--- src/rtl/am2910_seq_ctrl_if.sv ---
// Command/status link between the sequencer control and its return-address stack.
// Master side issues push/pop/clear with push data; slave side returns top and status.
interface am2910_seq_ctrl_if #(parameter int AW = 12);
  logic          stk_push;
  logic          stk_pop;
  logic          stk_clear;
  logic [AW-1:0] stk_din;
  logic [AW-1:0] stk_top;
  logic          stk_full;
  logic          stk_empty;

  modport master (
    output stk_push, stk_pop, stk_clear, stk_din,
    input  stk_top, stk_full, stk_empty
  );

  modport slave (
    input  stk_push, stk_pop, stk_clear, stk_din,
    output stk_top, stk_full, stk_empty
  );
endinterface

--- src/rtl/am2910_seq_ctrl.sv ---
// AM2910-style next-address control: instruction decode, Y select, uPC and R.
// Stack commands are combinational and take effect at the same edge as uPC/R.
module am2910_seq_ctrl #(
  parameter int AW = 12
) (
  input  logic          clk,
  input  logic          reset,
  input  logic [3:0]    instr,
  input  logic          cc_n,
  input  logic          ccen_n,
  input  logic          ci,
  input  logic          rld_n,
  input  logic [AW-1:0] d,
  output logic [AW-1:0] y,
  output logic          pl_n,
  output logic          map_n,
  output logic          vect_n,
  output logic          full_n,
  am2910_seq_ctrl_if.master stk
);

  typedef enum logic [3:0] {
    JZ   = 4'd0,  CJS  = 4'd1,  JMAP = 4'd2,  CJP  = 4'd3,
    PUSH = 4'd4,  JSRP = 4'd5,  CJV  = 4'd6,  JRP  = 4'd7,
    RFCT = 4'd8,  RPCT = 4'd9,  CRTN = 4'd10, CJPP = 4'd11,
    LDCT = 4'd12, LOOP = 4'd13, CONT = 4'd14, TWB  = 4'd15
  } op_e;

  logic [AW-1:0] upc, r, r_nxt;
  logic          pass, rz, push, pop, clr;
  op_e           op;

  assign op   = op_e'(instr);
  assign pass = ccen_n | ~cc_n;
  assign rz   = (r == '0);

  always_comb begin
    y     = upc;
    push  = 1'b0;
    pop   = 1'b0;
    clr   = 1'b0;
    r_nxt = r;
    case (op)
      JZ:   begin y = '0; clr = 1'b1; end
      CJS:  if (pass) begin y = d; push = 1'b1; end
      JMAP: y = d;
      CJP:  if (pass) y = d;
      PUSH: begin push = 1'b1; if (pass) r_nxt = d; end
      JSRP: begin y = pass ? d : r; push = 1'b1; end
      CJV:  if (pass) y = d;
      JRP:  y = pass ? d : r;
      RFCT: if (!rz) begin y = stk.stk_top; r_nxt = r - 1'b1; end
            else pop = 1'b1;
      RPCT: if (!rz) begin y = d; r_nxt = r - 1'b1; end
      CRTN: if (pass) begin y = stk.stk_top; pop = 1'b1; end
      CJPP: if (pass) begin y = d; pop = 1'b1; end
      LDCT: r_nxt = d;
      LOOP: if (pass) pop = 1'b1;
            else y = stk.stk_top;
      CONT: ;
      TWB: begin
        // Counter expiry or pass both exit the loop; only fail with count left loops back.
        if (!rz) begin
          r_nxt = r - 1'b1;
          if (pass) pop = 1'b1;
          else      y = stk.stk_top;
        end else begin
          pop = 1'b1;
          if (!pass) y = d;
        end
      end
      default: ;
    endcase
    if (!rld_n) r_nxt = d;
  end

  assign pl_n   = (op == JMAP) || (op == CJV);
  assign map_n  = (op != JMAP);
  assign vect_n = (op != CJV);
  assign full_n = ~stk.stk_full;

  assign stk.stk_push  = push;
  assign stk.stk_pop   = pop;
  assign stk.stk_clear = clr;
  assign stk.stk_din   = upc;

  always_ff @(posedge clk or posedge reset) begin
    if (reset) begin
      upc <= '0;
      r   <= '0;
    end else begin
      upc <= y + AW'(ci);
      r   <= r_nxt;
    end
  end

endmodule

--- src/flat_wrapper.sv ---
// flat-port wrapper written by rule: the top's interface ports become plain ports
module am2910_seq_ctrl_flat 
#(
  parameter int AW = 12
)
  (clk, reset, instr, cc_n, ccen_n, ci, rld_n, d, y, pl_n, map_n, vect_n, full_n, stk_stk_push, stk_stk_pop, stk_stk_clear, stk_stk_din, stk_stk_top, stk_stk_full, stk_stk_empty);
  am2910_seq_ctrl_if #(.AW(AW)) stk_i ();
  input  logic clk;
  input  logic reset;
  input  logic [3:0] instr;
  input  logic cc_n;
  input  logic ccen_n;
  input  logic ci;
  input  logic rld_n;
  input  logic [AW-1:0] d;
  output logic [AW-1:0] y;
  output logic pl_n;
  output logic map_n;
  output logic vect_n;
  output logic full_n;
  output wire logic [$bits(stk_i.stk_push)-1:0] stk_stk_push;
  output wire logic [$bits(stk_i.stk_pop)-1:0] stk_stk_pop;
  output wire logic [$bits(stk_i.stk_clear)-1:0] stk_stk_clear;
  output wire logic [$bits(stk_i.stk_din)-1:0] stk_stk_din;
  input wire logic [$bits(stk_i.stk_top)-1:0] stk_stk_top;
  input wire logic [$bits(stk_i.stk_full)-1:0] stk_stk_full;
  input wire logic [$bits(stk_i.stk_empty)-1:0] stk_stk_empty;
  assign stk_stk_push = stk_i.stk_push;
  assign stk_stk_pop = stk_i.stk_pop;
  assign stk_stk_clear = stk_i.stk_clear;
  assign stk_stk_din = stk_i.stk_din;
  assign stk_i.stk_top = stk_stk_top;
  assign stk_i.stk_full = stk_stk_full;
  assign stk_i.stk_empty = stk_stk_empty;
  am2910_seq_ctrl #(.AW(AW)) u_core (.clk(clk), .reset(reset), .instr(instr), .cc_n(cc_n), .ccen_n(ccen_n), .ci(ci), .rld_n(rld_n), .d(d), .y(y), .pl_n(pl_n), .map_n(map_n), .vect_n(vect_n), .full_n(full_n), .stk(stk_i));
endmodule
--- config.mk ---
export PLATFORM = sky130hd
export DESIGN_NAME = am2910_seq_ctrl_flat
export DESIGN_NICKNAME = d
export VERILOG_FILES = /design/src/rtl/am2910_seq_ctrl_if.sv /design/src/rtl/am2910_seq_ctrl.sv /design/src/flat_wrapper.sv
export SDC_FILE = /design/constraint.sdc
export NUM_CORES = 1
export LEC_CHECK = 0
export ABC_AREA = 1
export BUFFER_PORTS_ARGS = -buffer_cell sky130_fd_sc_hd__buf_2
export CAP_MARGIN = 10
export CORE_UTILIZATION = 40
export CTS_BUF_LIST = sky130_fd_sc_hd__clkbuf_16
export DETAILED_ROUTE_END_ITERATION = 10
export HOLD_SLACK_MARGIN = 0.05
export PLACE_DENSITY = 0.64
export SYNTH_ARGS = -nofsm -noshare
export SYNTH_HDL_FRONTEND = slang
export SYNTH_SLANG_ARGS = --single-unit
--- constraint.sdc ---
create_clock -name clk -period 2.55 [get_ports clk]
set_clock_uncertainty 0.15 [all_clocks]
set_input_delay 0.1275 -clock clk [delete_from_list [all_inputs] [get_ports clk]]
set_output_delay 0.1275 -clock clk [all_outputs]
set_load 0.1 [all_outputs]
# Yosys cells after proc, flatten, opt, wreduce, memory -nomap -nowiden
# Cells that the tools add are included.
[op_classes]
reduce_logical = 9
bitwise_logic = 3
mux = 18
n_eq_ne = 18
add_sub_neg = 2
[op_table]
columns = ["cell", "count"]
rows = [
  ["$mux W12", 10],
  ["$pmux W12 S9", 1],
  ["$pmux W12 S3", 1],
  ["$eq A4 B4 Y1 const B", 7],
  ["$eq A4 B3 Y1 const B", 4],
  ["$add A12 B1 Y12", 1],
  ["$logic_not A12 Y1", 1],
  ["$sub A12 B1 Y12 const B", 1],
  ["$eq A4 B2 Y1 const B", 2],
  ["$ne A4 B2 Y1 const B", 2],
  ["$reduce_or A3 Y1", 2],
  ["$eq A4 B1 Y1 const B", 1],
  ["$logic_not A4 Y1", 1],
  ["$mux W1", 4],
  ["$ne A4 B3 Y1 const B", 1],
  ["$reduce_or A2 Y1", 2],
  ["$reduce_or A4 Y1", 1],
  ["$ne A3 B3 Y1 const B", 1],
  ["$pmux W1 S3", 1],
  ["$not A1 Y1", 2],
  ["$pmux W1 S2", 1],
  ["$reduce_and A2 Y1", 1],
  ["$logic_or A1 B1 Y1", 1],
  ["$or A1 B1 Y1", 1],
]
[word_totals]
register_bits = 24

# Longest topological paths before layout
# Gate-level depths: netlist of the first run.
[logic_depth]
word_depth = 6
ltp_mapped = 20
depth_no_buf = 19

# Worst setup path after synthesis of the first run
# Ideal clock, no wire load.
[synth_timing]
kind = "flip-flop to flip-flop"
start = "register u_core.r[0]"
end = "register u_core.upc[10], in the netlist u_core.stk.stk_din[10]"
arrival_time_ns = 4.210
path_slack_ns = -1.924
setup_ns = 0.114
required_ns = 2.286
n_path_buf = 1
stages_incl_launch_ff = 19
synth_period_minus_slack_ns = 4.474
cell_sequence = "dfrtp_1 inv_1 ha_1 nand2_2 nor2_8 nand2_4 inv_2 buf_2 o21ai_0 nand2_1 a21oi_1 a31oi_1 ha_1 ha_1 nand3_1 nor2_4 nand3_1 nand2_1 inv_1"
[synth_between]
elab_chain_cells = 4
elab_cells_between_ends = 7
cone_classes = "add/sub (1); mux (5); reduce/logical (1)"
[synth_rtl]
columns = ["item", "line_no", "rtl"]
rows = [
  ["start: declaration", "am2910_seq_ctrl.sv:29", "logic [AW-1:0] upc, r, r_nxt;"],
  ["start signal: assignment", "am2910_seq_ctrl.sv:93", "r <= r_nxt;"],
  ["$logic_not A12 Y1", "am2910_seq_ctrl.sv:35", "assign rz = (r == '0);"],
  ["$mux W12, on equally long branches", "am2910_seq_ctrl.sv:63, am2910_seq_ctrl.sv:52, am2910_seq_ctrl.sv:54", ""],
  ["$pmux W12 S9 *", "am2910_seq_ctrl.sv:43", "case (op)"],
  ["net y[0]", "flat_wrapper.sv:16", "output logic [AW-1:0] y;"],
  ["$add A12 B1 Y12 *", "am2910_seq_ctrl.sv:92", "upc <= y + AW'(ci);"],
  ["end signal: assignment", "am2910_seq_ctrl.sv:92", ""],
  ["end: declaration", "am2910_seq_ctrl.sv:29", ""],
]
# The timed path passes the listed nets; every way through them passes the cells marked *.
# A chain may end at the register's enable or synchronous reset.

# Worst setup path after layout of the first run
[layout_timing]
start = "register u_core.r[1]"
end = "register u_core.upc[10], in the netlist u_core.stk.stk_din[10]"
[layout_between]
elab_chain_cells = 4
elab_cells_between_ends = 7
cone_classes = "add/sub (1); mux (5); reduce/logical (1)"
[layout_rtl]
columns = ["item", "line_no"]
rows = [
  ["$logic_not A12 Y1", "am2910_seq_ctrl.sv:35"],
  ["$mux W12, on equally long branches", "am2910_seq_ctrl.sv:63, am2910_seq_ctrl.sv:52, am2910_seq_ctrl.sv:54"],
  ["$pmux W12 S9 *", "am2910_seq_ctrl.sv:43"],
  ["$add A12 B1 Y12 *", "am2910_seq_ctrl.sv:92"],
]
# Every way passes the cells marked *; elsewhere a longest branch is shown, timed or not.

==> results of run 1 <==
registers in the layout (all words and copies together) (netlist names):
name	flops
u_core.r	12
u_core.stk.stk_din	12
cell type report:
type	count	area share, %
clock inverter	1	0.0820
tap	108	2.95
multi-input combinational	507	56.1
clock buffer	3	1.64
timing repair buffer	116	18.7
inverter	89	7.35
sequential	24	13.2
metal layers:
metal	share of wire [%]	global-route usage (%)
met2	48	50.1
met5	0	0
met4	2.3	8.08
met3	6.2	2.45
met1	44	36.9
power by group:
part | leakage [nW] | total (W) | internal, W | switching (W)
Combinational | 2.20 | 0.00157 | 0.000432 | 0.00113
Sequential | 0.281 | 0.000504 | 0.000450 | 0.0000546
Clock | 0.0423 | 0.000360 | 0.000210 | 0.000150
Total | 2.52 | 0.00243 | 0.00109 | 0.00134
cells in the mapped netlist, drive strengths merged (3+ instances only):
cell type and number:
a211oi 5, a21oi 27, a22oi 12, buf 22
clkbuf 3, dfrtp 24, ha 3, inv 88
nand2 227, nand3 84, nand4 5, nor2 70
o211ai 4, o21ai 42, o22ai 8, or2 6
xor2 6
through the flow:
step	total power [W]	hold WS (ns)	TNS, ns
after floorplan	0.00163	-0.00802	-4.51
after global routing	0.00257	0.0935	-0.258
after global placement	0.00203	0.104	0
after CTS	0.00241	0.0561	0
final	0.00243	0.0522	0
after detailed placement	0.00204	0.100	-0.0609
worst reg2reg max path, delay by kind of cell (launching register included):
family | cells | cell delay, ns
adders and majority gates | 3 | 0.49
buffers and inverters | 3 | 0.21
DFF | 1 | 0.39
AOI/OAI and AO/OA | 3 | 0.41
and+or+nand+nor | 8 | 0.76
cell families (layout without fill, tap and decap cells):
family | Yosys count | count (layout) | synth area share (%)
adder cells (fa/ha/maj) | 3 | 3 | 1.06
flip-flops | 24 | 24 | 16.9
AND/OR/NAND/NOR | 395 | 395 | 49.5
buffers and inverters | 114 | 209 | 14.0
XOR/XNOR | 7 | 7 | 1.72
AO/OA/AOI/OAI | 102 | 102 | 16.9
layout by cell type, fill, tap and decap left out, drive strengths merged:
cell type and n:
xor2 6, a31oi 1, xnor2 1, dlygate4sd3 2
nor3 2, nand3 84, nand3b 1, buf 111
a21oi 27, or2 6, nand2 227, a211oi 5
inv 89, clkinv 1, o21ai 42, dfrtp 24
o22ai 8, o21a 1, nand4 5, clkbuf 6
o221ai 1, o2bb2ai 1, nor2 70, ha 3
a22oi 12, o211ai 4
repair_timing:
action                                  in CTS  in global routing
buffers inserted                             0                  6
endpoints found under the hold margin       14                  0
endpoints found under the setup margin       2                 12
hold buffers                                 2                  0
resized for setup                            2                  9
pin swaps                                    2                  1
worst max path at each step:
stage               slack [ns]  cells after the start               startpoint                               end
floorplan                -0.61                     18  u_core.r[0]$_DFFE_PP0P_  u_core.stk.stk_din[10]$_DFF_PP0_
global placement          0.03                     16  u_core.r[5]$_DFFE_PP0P_  u_core.stk.stk_din[10]$_DFF_PP0_
detailed placement       -0.04                     16  u_core.r[5]$_DFFE_PP0P_  u_core.stk.stk_din[10]$_DFF_PP0_
CTS                       0.03                     17  u_core.r[1]$_DFFE_PP0P_  u_core.stk.stk_din[10]$_DFF_PP0_
global route              -0.1                     17  u_core.r[1]$_DFFE_PP0P_  u_core.stk.stk_din[10]$_DFF_PP0_
finish                    0.05                     17  u_core.r[1]$_DFFE_PP0P_  u_core.stk.stk_din[10]$_DFF_PP0_
==> reports/summary.md, run 1 <==
The placed cell area is 4400 um^2. The endpoint kind of the worst setup timing path is a flip-flop. The time the final worst path needs with I/O delays and setup was 2.50 ns; the total of warnings raised by yosys was 0. The logs give 3560 um^2 for the synthesized area and 0.953 for the global placer's final weighted congestion. Registers take 603 um^2. The worst register-to-register path has a depth of 17. In the final layout, the share of cells above drive strength 1 is 24.7%. Pin placement for this block handled 67 I/O pins. The startpoint of the most critical register-to-register path is u_core.r[1]$_DFFE_PP0P_. Once the floorplan was initialized, standard cells occupied 41.0% of the core. The count of final max-slew check failures is 0. The path with the worst hold slack has its endpoint at u_core.r[9]$_DFFE_PP0P_. The area of the core was 8680 um^2; the critical path's largest stage delay was 0.39 ns.

The launch point of the worst hold path was d[9]. Along the worst hold path, the cell count comes to 3. TritonCTS sink count: 24. The flip-flop cell with the highest count after synthesis is sky130_fd_sc_hd__dfrtp_1. The area growth from synthesis to layout is 28.8%. The tools report the final design instance area without fill as 4580 um^2. The synthesized instance count is 645. The run gives 9270 um^2 as the floorplan die area.

After the last flow step, the layout net total stands at 780. The first detailed-routing pass ran for 5 iterations. For the pin with the worst max-slew slack, the measured transition is 0.712 ns.

The tools report the worst slew margin relative to its limit as 52.4%. Setup repair after global routing could not meet its margin everywhere. The buffer depth of the longest clock path was 2; the number of placed instances with taps included was 836.

Broken down by cell family, the worst path's largest delay share belongs to simple AND/OR/NAND/NOR gates. The critical path is of the flip-flop to flip-flop type. After clock tree synthesis, the clock-pin slew on the worst setup and hold paths is 0.07 ns.

The data arrival time of the critical path was 2.51 ns; the number of input and output port buffers inserted was 65. Class of the worst hold path: primary input to flip-flop. Of all nets on the critical path, the largest fanout is 7. The worst path meets setup with 0.0526 ns of slack. From bottom edge to top edge, the die measures 96.3 um. TritonCTS built the clock tree. The violation count after the first detailed-route iteration was 264; the distinct cell type count of the synthesized netlist was 43.

In the final routed layout, each cell accounts on average for 14.9 um. The logs give 0.426 mV for the worst-case vdd ir drop and 20.2 mm for the wire length of the first global-routing pass. The buffers plus inverters on the worst setup path came out at 3. The die is 96.3 um wide. The tools report the maximum clock rate as 400 MHz. The final core area utilization is 52.8%. Counting every net in the synthesized netlist gives 684.

The number of buffers created by CTS was 3. The run finished with clean final reports. Using the TritonRoute via totals, the vias-per-cell ratio works out to 5.40.

The filler-free cell count of the finished design is 848. Fill cells in the final layout number 922. The maximum number of pins on one net before global-route repair was 25; the final critical-path share of the clock period was 97.9%.

The endpoint required time on the critical path was 2.56 ns. The leakage power is 2.52 nW, and the total power density per cell area is 531 nW/um^2. The mean cell area of the mapped netlist is 5.51 um^2. Routed wire length: 12.6 mm.

The DRC violations left is 0, and the pre-CTS setup slack is -0.0406 ns. The H-tree depth is 1, and the count of antenna-violating nets left after detailed routing is 0. Across all register-to-register paths, the minimum setup slack is 0.05 ns. STA classifies the critical path startpoint as a flip-flop. The HPWL after detailed placement is 9.86 mm.

Summing all multi-input logic gate instances after layout gives 2570 um^2. The all-layer global routing usage was 28.5%. Yosys mapped a number of flops with a built-in enable equal to 0. The run gives 4,580 as the total number of vias. The via count of the first global-routing pass was 4,312.

The clock insertion delay at the later pin of the skew report is 0.26 ns, and the total congestion overflow is 0. The synthesized design devotes to its leading area cell type 23.0% of total area. Sequential share of the synthesized area: 16.9%. The critical path goes through inv_2 -> ha_4 -> nand2_4 -> nor2_8 -> nand2_4 -> inv_4 -> o21ai_0 -> nand2_1 -> a21oi_2 -> a31oi_4 -> ha_4 -> ha_4 -> nand3_4 -> nor2_4 -> nand3_1 -> nand2_1 -> inv_1. The tree is rooted in a sky130_fd_sc_hd__clkbuf_16. The endpoint identified for the worst register-to-register timing path is u_core.stk.stk_din[10]$_DFF_PP0_.

The floorplan has 34 rows. The count of inserted antenna diode cells is 0. Setup violations remaining at the end of the flow were counted as 0.

For the initial antenna violation count, the log shows 0. Among all stages on the critical path, the largest delay is contributed by sky130_fd_sc_hd__dfrtp_1. Dominant cell type by area after synthesis: sky130_fd_sc_hd__nand2_1. By area the synthesized netlist is led by sky130_fd_sc_hd__nand2_1 (23%), sky130_fd_sc_hd__dfrtp_1 (17%), sky130_fd_sc_hd__nand3_1 (11%).

The most repeated library cell on the critical path was sky130_fd_sc_hd__ha_4. The proportion of register bits with asynchronous set or reset after synthesis is 100%. The run gives 0 as the hold violation count in the final report. The tool flagged a number of max-cap violations equal to 0. The synthesized design contains 24 register bits.
Power figures use the tool's default switching activity.
==> inputs of run 2 (changes only) <==
--- a/config.mk
+++ b/config.mk
@@ -12,7 +12,6 @@
 export CTS_BUF_LIST = sky130_fd_sc_hd__clkbuf_16
 export DETAILED_ROUTE_END_ITERATION = 10
 export HOLD_SLACK_MARGIN = 0.05
-export PLACE_DENSITY = 0.64
 export SYNTH_ARGS = -nofsm -noshare
 export SYNTH_HDL_FRONTEND = slang
 export SYNTH_SLANG_ARGS = --single-unit
==> run 2 against run 1 <==
Utilization up 0.22 points. Final cell count decreased by 0.12%. Final area rose by 0.41%. Setup slack got worse by 0.033 ns. Critical path type is now flip-flop to output pin.
==> reports/summary.md, run 2 (synthesis results as in run 1) <==
The class of the worst hold path is primary input to flip-flop. From bottom edge to top edge, the die measures 96.3 um. The hold violation count in the final report came out at 0. The initial antenna violation count is 0, and the number of input and output port buffers inserted is 65. The run gives 1 as the H-tree depth. The launching element of the worst setup path was u_core.r[1]$_DFFE_PP0P_. Before antenna repair, the detailed router went through 5 iterations. Entering global routing, the biggest net connects 25 pins. The time the final worst path needs with I/O delays and setup is 2.53 ns. STA classifies the critical path startpoint as a flip-flop.

The first global-routing pass estimated 20.3 mm of wire. At the pin with the least slew margin, the transition time is 0.710 ns. The tools report the all-layer global routing usage as 29.0%. In this run the count of I/O pins placed on the die edge is 67. The total area inside the core boundary comes to 8680 um^2. The total power density per cell area was 531 nW/um^2. The library cells used most frequently in the layout, excluding fill and tap cells, are sky130_fd_sc_hd__nand2_1 (216), sky130_fd_sc_hd__nand3_1 (75), sky130_fd_sc_hd__inv_1 (71). Summed over all layers, the routed wires come to 12.8 mm. The number of nets in the final layout came out at 779. The cell sitting at the root of the clock tree is a sky130_fd_sc_hd__clkbuf_16.

The tools report the row count as 34. TritonCTS built the clock tree. Detailed placement ended at an HPWL of 10.1 mm.

After filler insertion, the fill cell instance count of the layout stands at 943. The run finished with clean final reports. The DRC violations left is 0. The library cell used most frequently in the layout, excluding fill and tap cells, is sky130_fd_sc_hd__nand2_1. The initial utilization of the core area, before any placement, comes to 41.0%. After detailed placement, the total cell area comes to 4430 um^2. Across all layers, the routed design uses 4,501 vias. Number of cells traversed by the worst hold path: 3. The tightest hold margin is 0.0466 ns, and the count of final max-slew check failures is 0. STA classifies the critical path endpoint as an output pin.

The run gives 52.6% as the worst slew margin relative to its limit. For hold timing, the worst endpoint is u_core.r[9]$_DFFE_PP0P_. Setup violations remaining at the end of the flow were counted as 0. The max capacitance violation total is 0. The setup TNS was 0 ns. The per-cell routed wire length was 15.1 um; the final design instance area without fill was 4600 um^2. The tools report the via count of the first global-routing pass as 4,296.

The count of nets left with antenna violations once routing finished came out at 0. At the worst endpoint, the required time is 2.27 ns. The detailed router finished its first iteration with 275 violations. The tools report the area of the multi-input gates as 2570 um^2. Clock-pin slew was measured on the worst setup and hold paths at 0.07 ns. Endpoint of the lowest-slack register-to-register path: u_core.stk.stk_din[7]$_DFF_PP0_. The number of clock buffers added by TritonCTS is 3.

The detailed-route vias per instance is 5.31. The setup path with the least slack is of type flip-flop to output pin. Setup repair after global routing could not meet its margin everywhere.

Summing all flip-flop and latch instances after layout gives 603 um^2. The worst-case IR drop observed on VDD is 0.440 mV. TritonCTS sink count: 24. In this run the critical register-to-register path is launched from u_core.r[1]$_DFFE_PP0P_. The setup check on the worst reg-to-reg path leaves a slack of 0.04 ns. The area growth from synthesis to layout is 29.3%. For the buffer depth of the longest clock path, the log shows 2. The logs give 2.52 nW for the leakage power and 0 for the count of inserted antenna diode cells. Routability-driven placement finished with a final weighted congestion of 0.899. Summed over all layers, the global routing overflow is 0. Of the cells placed in the final design, the portion with a size suffix greater than 1 is 24.4%.

Counting cells, the worst reg-to-reg path comes to 16. The largest fanout on the critical path is 18. The worst hold path begins at d[9].

For this run, the top clock speed supported by timing is 395 MHz. The die extent in x came out at 96.3 um. The die covers 9270 um^2. For the clock insertion delay at the later pin of the skew report, the log shows 0.27 ns. Measured on the finished design, the core utilization comes to 53.0%. The final critical-path share of the clock period is 99.2%.

Data arrives at the worst endpoint at 2.25 ns.
==> run 2: cell types whose count changed in the layout (fill, tap and decap cells not counted), sizes merged <==
cell,change
buf,-3
dlygate4sd3,+2
==> run 2: repair_timing <==
| item | in CTS | in global routing |
|---|---|---|
| hold buffers | 4 | 0 |
| gates resized for setup | 0 | 9 |
| buffers inserted | 0 | 3 |
| hold endpoints to repair | 18 | 0 |
| setup endpoints to repair | 2 | 14 |
| pin swaps | 1 | 6 |
==> run 2: how the worst max path moves through the flow <==
stage               cells after the start                                to  slack (ns)
finish                                 12                              y[2]        0.02
global route                           17  u_core.stk.stk_din[10]$_DFF_PP0_       -0.12
detailed placement                     17  u_core.stk.stk_din[10]$_DFF_PP0_       -0.02
CTS                                    17  u_core.stk.stk_din[10]$_DFF_PP0_       0.001
global placement                       16  u_core.stk.stk_din[10]$_DFF_PP0_        0.03
floorplan                              18  u_core.stk.stk_din[10]$_DFF_PP0_       -0.61
==> run 2: layout make-up <==
cell class | count | area share [%]
multi-input cells | 507 | 55.8
well taps | 108 | 2.94
inverters | 89 | 7.32
flip-flops and latches | 24 | 13.1
clock buffers | 3 | 1.63
repair buffers | 115 | 19.1
clock inverters | 1 | 0.0816
==> run 2: routing by layer <==
metal / track usage [%] / routed length, um / up-vias
met1: 35.9 / 5670 / 2083
met5: 0 / 0 / -
li1: - / - / 2265
met4: 6.84 / 158 / 0
met3: 3.00 / 621 / 18
met2: 53.1 / 6370 / 135
==> run 2: through the flow <==
| stage | worst slack (ns) | std cells | total power (W) |
|---|---|---|---|
| floorplan | -0.605 | 645 | 0.00163 |
| global placement | 0.0321 | 836 | 0.00204 |
| detailed placement | -0.0150 | 836 | 0.00205 |
| CTS | 0.00123 | 844 | 0.00243 |
| global route | -0.120 | 847 | 0.00259 |
| finish | 0.0198 | 847 | 0.00244 |
==> run 2: where the power goes <==
part	internal, W	leakage (nW)	switching, W	total (W)
Combinational	0.000434	2.19	0.00114	0.00157
Clock	0.000211	0.0423	0.000157	0.000368
Sequential	0.000450	0.281	0.0000545	0.000504
Total	0.00109	2.52	0.00135	0.00244
==> run 2: critical path, stage by stage, from the launching register on <==
cell	delay (ns)
sky130_fd_sc_hd__dfrtp_1	0.39
sky130_fd_sc_hd__inv_2	0.09
sky130_fd_sc_hd__ha_4	0.15
sky130_fd_sc_hd__nand2_4	0.07
sky130_fd_sc_hd__nor2_8	0.11
sky130_fd_sc_hd__nand2_4	0.08
sky130_fd_sc_hd__buf_4	0.21
sky130_fd_sc_hd__nand2_1	0.07
sky130_fd_sc_hd__nand3_1	0.07
sky130_fd_sc_hd__nand2_1	0.14
sky130_fd_sc_hd__inv_2	0.05
sky130_fd_sc_hd__nand3_4	0.11
sky130_fd_sc_hd__buf_2	0.45
==> inputs of run 3 (changes only) <==
--- a/config.mk
+++ b/config.mk
@@ -12,6 +12,7 @@
 export CTS_BUF_LIST = sky130_fd_sc_hd__clkbuf_16
 export DETAILED_ROUTE_END_ITERATION = 10
 export HOLD_SLACK_MARGIN = 0.05
+export MAX_ROUTING_LAYER = met4
 export SYNTH_ARGS = -nofsm -noshare
 export SYNTH_HDL_FRONTEND = slang
 export SYNTH_SLANG_ARGS = --single-unit
==> run 3 against run 2 <==
Register-to-register slack hardly changed. Critical path depth is 5 higher. Flip-flop and latch count stayed put. Non-clock buffer count is 2 lower. Clock-buffer cell count stayed put. Power is 0.17% higher. Global-route usage is 1.2 points higher. Largest cell class unchanged. Largest power group unchanged.
==> reports/summary.md, run 3 (synthesis results as in run 1) <==
Across the VDD grid, the largest voltage drop is 0.461 mV. Using the TritonRoute via totals, the vias-per-cell ratio works out to 5.32. The hold violation count in the final report came out at 0. The first detailed-routing pass ran for 5 iterations.

Cells with a size suffix above 1 make up 24.7% of the layout. Routability-driven placement finished with a final weighted congestion of 0.929. The clock drives 24 sinks. The global-route layer with the greatest usage was met2. The buffer depth of the longest clock path is 2. The multi-input combinational cells in the finished layout cover a total of 2590 um^2. Walking the worst path, the cells encountered are inv_2 -> ha_4 -> nand2_4 -> nor2_8 -> nand2_4 -> inv_4 -> nand3_2 -> o211ai_1 -> a21oi_1 -> nor2_1 -> a31oi_4 -> ha_4 -> buf_4 -> nand2_4 -> nor2_4 -> buf_4 -> xor2_1. The detailed router finished its first iteration with 234 violations. The most common cell after layout, fill and taps aside is sky130_fd_sc_hd__nand2_1. The worst setup path is captured at a flip-flop. The maximum number of pins on one net before global-route repair is 33, and the routed wire length is 13.2 mm. Global routing finished with a remaining overflow of 0.

The per-cell routed wire length was 15.6 um. The endpoint required time on the critical path was 2.55 ns; the number of placed instances with taps included was 833. Across the run, the number of max-cap violations was 0. The most numerous cell type found on the critical path is sky130_fd_sc_hd__nand2_4.

The first global-routing pass estimated 20.5 mm of wire. The number of antenna diodes in the final layout is 0. The tools report the setup TNS as 0 ns. The total power density per cell area is 533 nW/um^2, and the DRC violations left is 0. Registers take 603 um^2. In this run switching power makes up 55.3% of total power. The analysis attributes to net switching a power of 0.00135 W. The count of antenna-violating nets left after detailed routing came out at 0.

The leakage power was 2.52 nW; the count of final max-slew check failures was 0. The run gives 2.51 ns as the data arrival time of the critical path. The die is 96.3 um wide.

TritonCTS built the clock tree. The H-tree depth came out at 1. For the number of endpoints failing setup at the final stage, the log shows 0.

The post-synthesis to final-layout area growth came out at 29.1%. The tools report the share of power burned in combinational logic as 64.4%. The largest individual stage delay along the critical path comes from the cell sky130_fd_sc_hd__dfrtp_1. For the via count of the first global-routing pass, the log shows 4,235. The floorplan die height is 96.3 um. Of the total power, the clock network draws 15.0%. The type of the worst setup path was flip-flop to flip-flop. The completed layout was analyzed and its total power is 0.00245 W. The path class of the tightest hold or removal check is primary input to flip-flop. For the maximum clock rate, the log shows 399 MHz. The run gives 0.04 ns as the register-to-register setup slack. Fill cells in the final layout number 916. The row count was 34. The relative contribution of sequential cells to total power was 20.6%; the count of boundary I/O pins was 67. After legalization and detailed placement, the total HPWL measured 10.3 mm. In the global route stage, met3 resource usage came out at 3.16%.

The actual transition at the worst max-transition pin works out to 0.708 ns. Along the worst path, the maximum fanout reaches 6. The flow ran to the end, and the final reports show no timing, DRC or antenna violations.

Summing over every cut layer, the via total after detailed routing is 4,497. The time the final worst path needs with I/O delays and setup is 2.51 ns. After the flow finishes, the layout carries non-filler instances totaling 845. The number of clock buffers added by TritonCTS is 3. The tools report the internal cell power as 0.00109 W.

The worst setup path is launched from a flip-flop. Setup repair after global routing could not meet its margin everywhere. Once the floorplan was initialized, standard cells occupied 41.0% of the core. The worst slew margin relative to its limit is 52.8%. Final critical-path share of the clock period: 98.3%. Across every metal layer, demand over resource in global routing totals 30.2%. The tools report the met1 global-route usage as 37.3%. The library cells used most frequently in the layout, excluding fill and tap cells, are sky130_fd_sc_hd__nand2_1 (215), sky130_fd_sc_hd__nand3_1 (73), sky130_fd_sc_hd__inv_1 (70). The floorplan step defined a die boundary enclosing 9270 um^2. After clock tree synthesis, the clock-pin slew on the worst setup and hold paths is 0.07 ns. The number of input and output port buffers inserted came out at 65. The number of nets in the final layout is 777, and the critical path's largest stage delay is 0.39 ns. The initial antenna violation count was 0. The cell at the root of the clock tree was sky130_fd_sc_hd__clkbuf_16.

For the worst-skew pair, the clock arrives at the later sink with an insertion delay of 0.27 ns. The floorplan step defined a core boundary enclosing 8680 um^2. For the global routing met2 resource utilization, the log shows 51.5%.
-- run 3: cell count changes in the layout (fill, tap and decap cells not counted), sizes merged --
| cell | before | now |
|---|---|---|
| buf | 108 | 107 |
| dlygate4sd3 | 4 | 3 |
-- run 3: repair_timing --
action / in CTS / in global routing
endpoints found under the setup margin: 3 / 14
pin swaps: 3 / 3
hold endpoints to repair: 17 / 0
hold buffers: 3 / 0
gates resized for setup: 2 / 13
buffers inserted: 1 / 4
-- run 3: area by class of cell --
class	instances	share of cell area (%)
timing repair buffer	113	18.6
clock buffer	3	1.63
multi-input combinational	507	56.3
tap	108	2.94
clock inverter	1	0.0817
inverter	89	7.33
sequential	24	13.1
-- run 3: per-layer routing --
metal | vias to the layer above | part of all wire, % | routed length [um]
met4 | 0 | 1.8 | 231
met1 | 2078 | 45 | 5970
met3 | 20 | 4.6 | 606
li1 | 2267 | - | -
met2 | 132 | 48 | 6370
met5 | - | 0 | 0
-- run 3: power by group through the flow --
stage / Sequential, W / Clock (W) / Combinational (W)
final: 0.000504 / 0.000367 / 0.00158
after global routing: 0.000511 / 0.000391 / 0.00169
after CTS: 0.000503 / 0.000370 / 0.00155
after detailed placement: 0.000510 / 0 / 0.00154
after global placement: 0.000508 / 0 / 0.00153
after floorplan: 0.000784 / 0 / 0.000845
-- run 3: worst max-delay path, delay by kind of cell (launching register included) --
family / cells / cell delay (ns)
AOI/OAI and AO/OA: 3 / 0.29
xor gates and xnor gates: 1 / 0.13
DFF: 1 / 0.39
buffers and inverters: 4 / 0.43
adders and majority gates: 2 / 0.35
and+or+nand+nor: 7 / 0.65
-- run 3: path summary, 6_finish.rpt --
kind                                          start                               to  cells after the start
setup reg to reg            u_core.r[1]$_DFFE_PP0P_  u_core.stk.stk_din[3]$_DFF_PP0_                     17
hold / removal                                 d[9]          u_core.r[9]$_DFFE_PP0P_                      3
max in group asynchronous                     reset          u_core.r[3]$_DFFE_PP0P_                      4
setup / recovery            u_core.r[1]$_DFFE_PP0P_  u_core.stk.stk_din[3]$_DFF_PP0_                     17
min in group asynchronous                     reset         u_core.r[11]$_DFFE_PP0P_                      3
hold reg to reg            u_core.r[10]$_DFFE_PP0P_         u_core.r[10]$_DFFE_PP0P_                      2
-- run 3: through the flow --
stage | worst slack, ns | util, % | hold slack [ns] | instance area (um^2)
2_1_floorplan | -0.605 | - | -0.00802 | 3660
3_3_place_gp | 0.0215 | 50.6 | 0.115 | 4390
3_5_place_dp | -0.0690 | 50.6 | 0.122 | 4390
4_1_cts | 0.00665 | 52.0 | 0.0513 | 4520
5_1_grt | -0.156 | 52.9 | 0.0851 | 4590
6_report | 0.0431 | 52.9 | 0.0492 | 4590
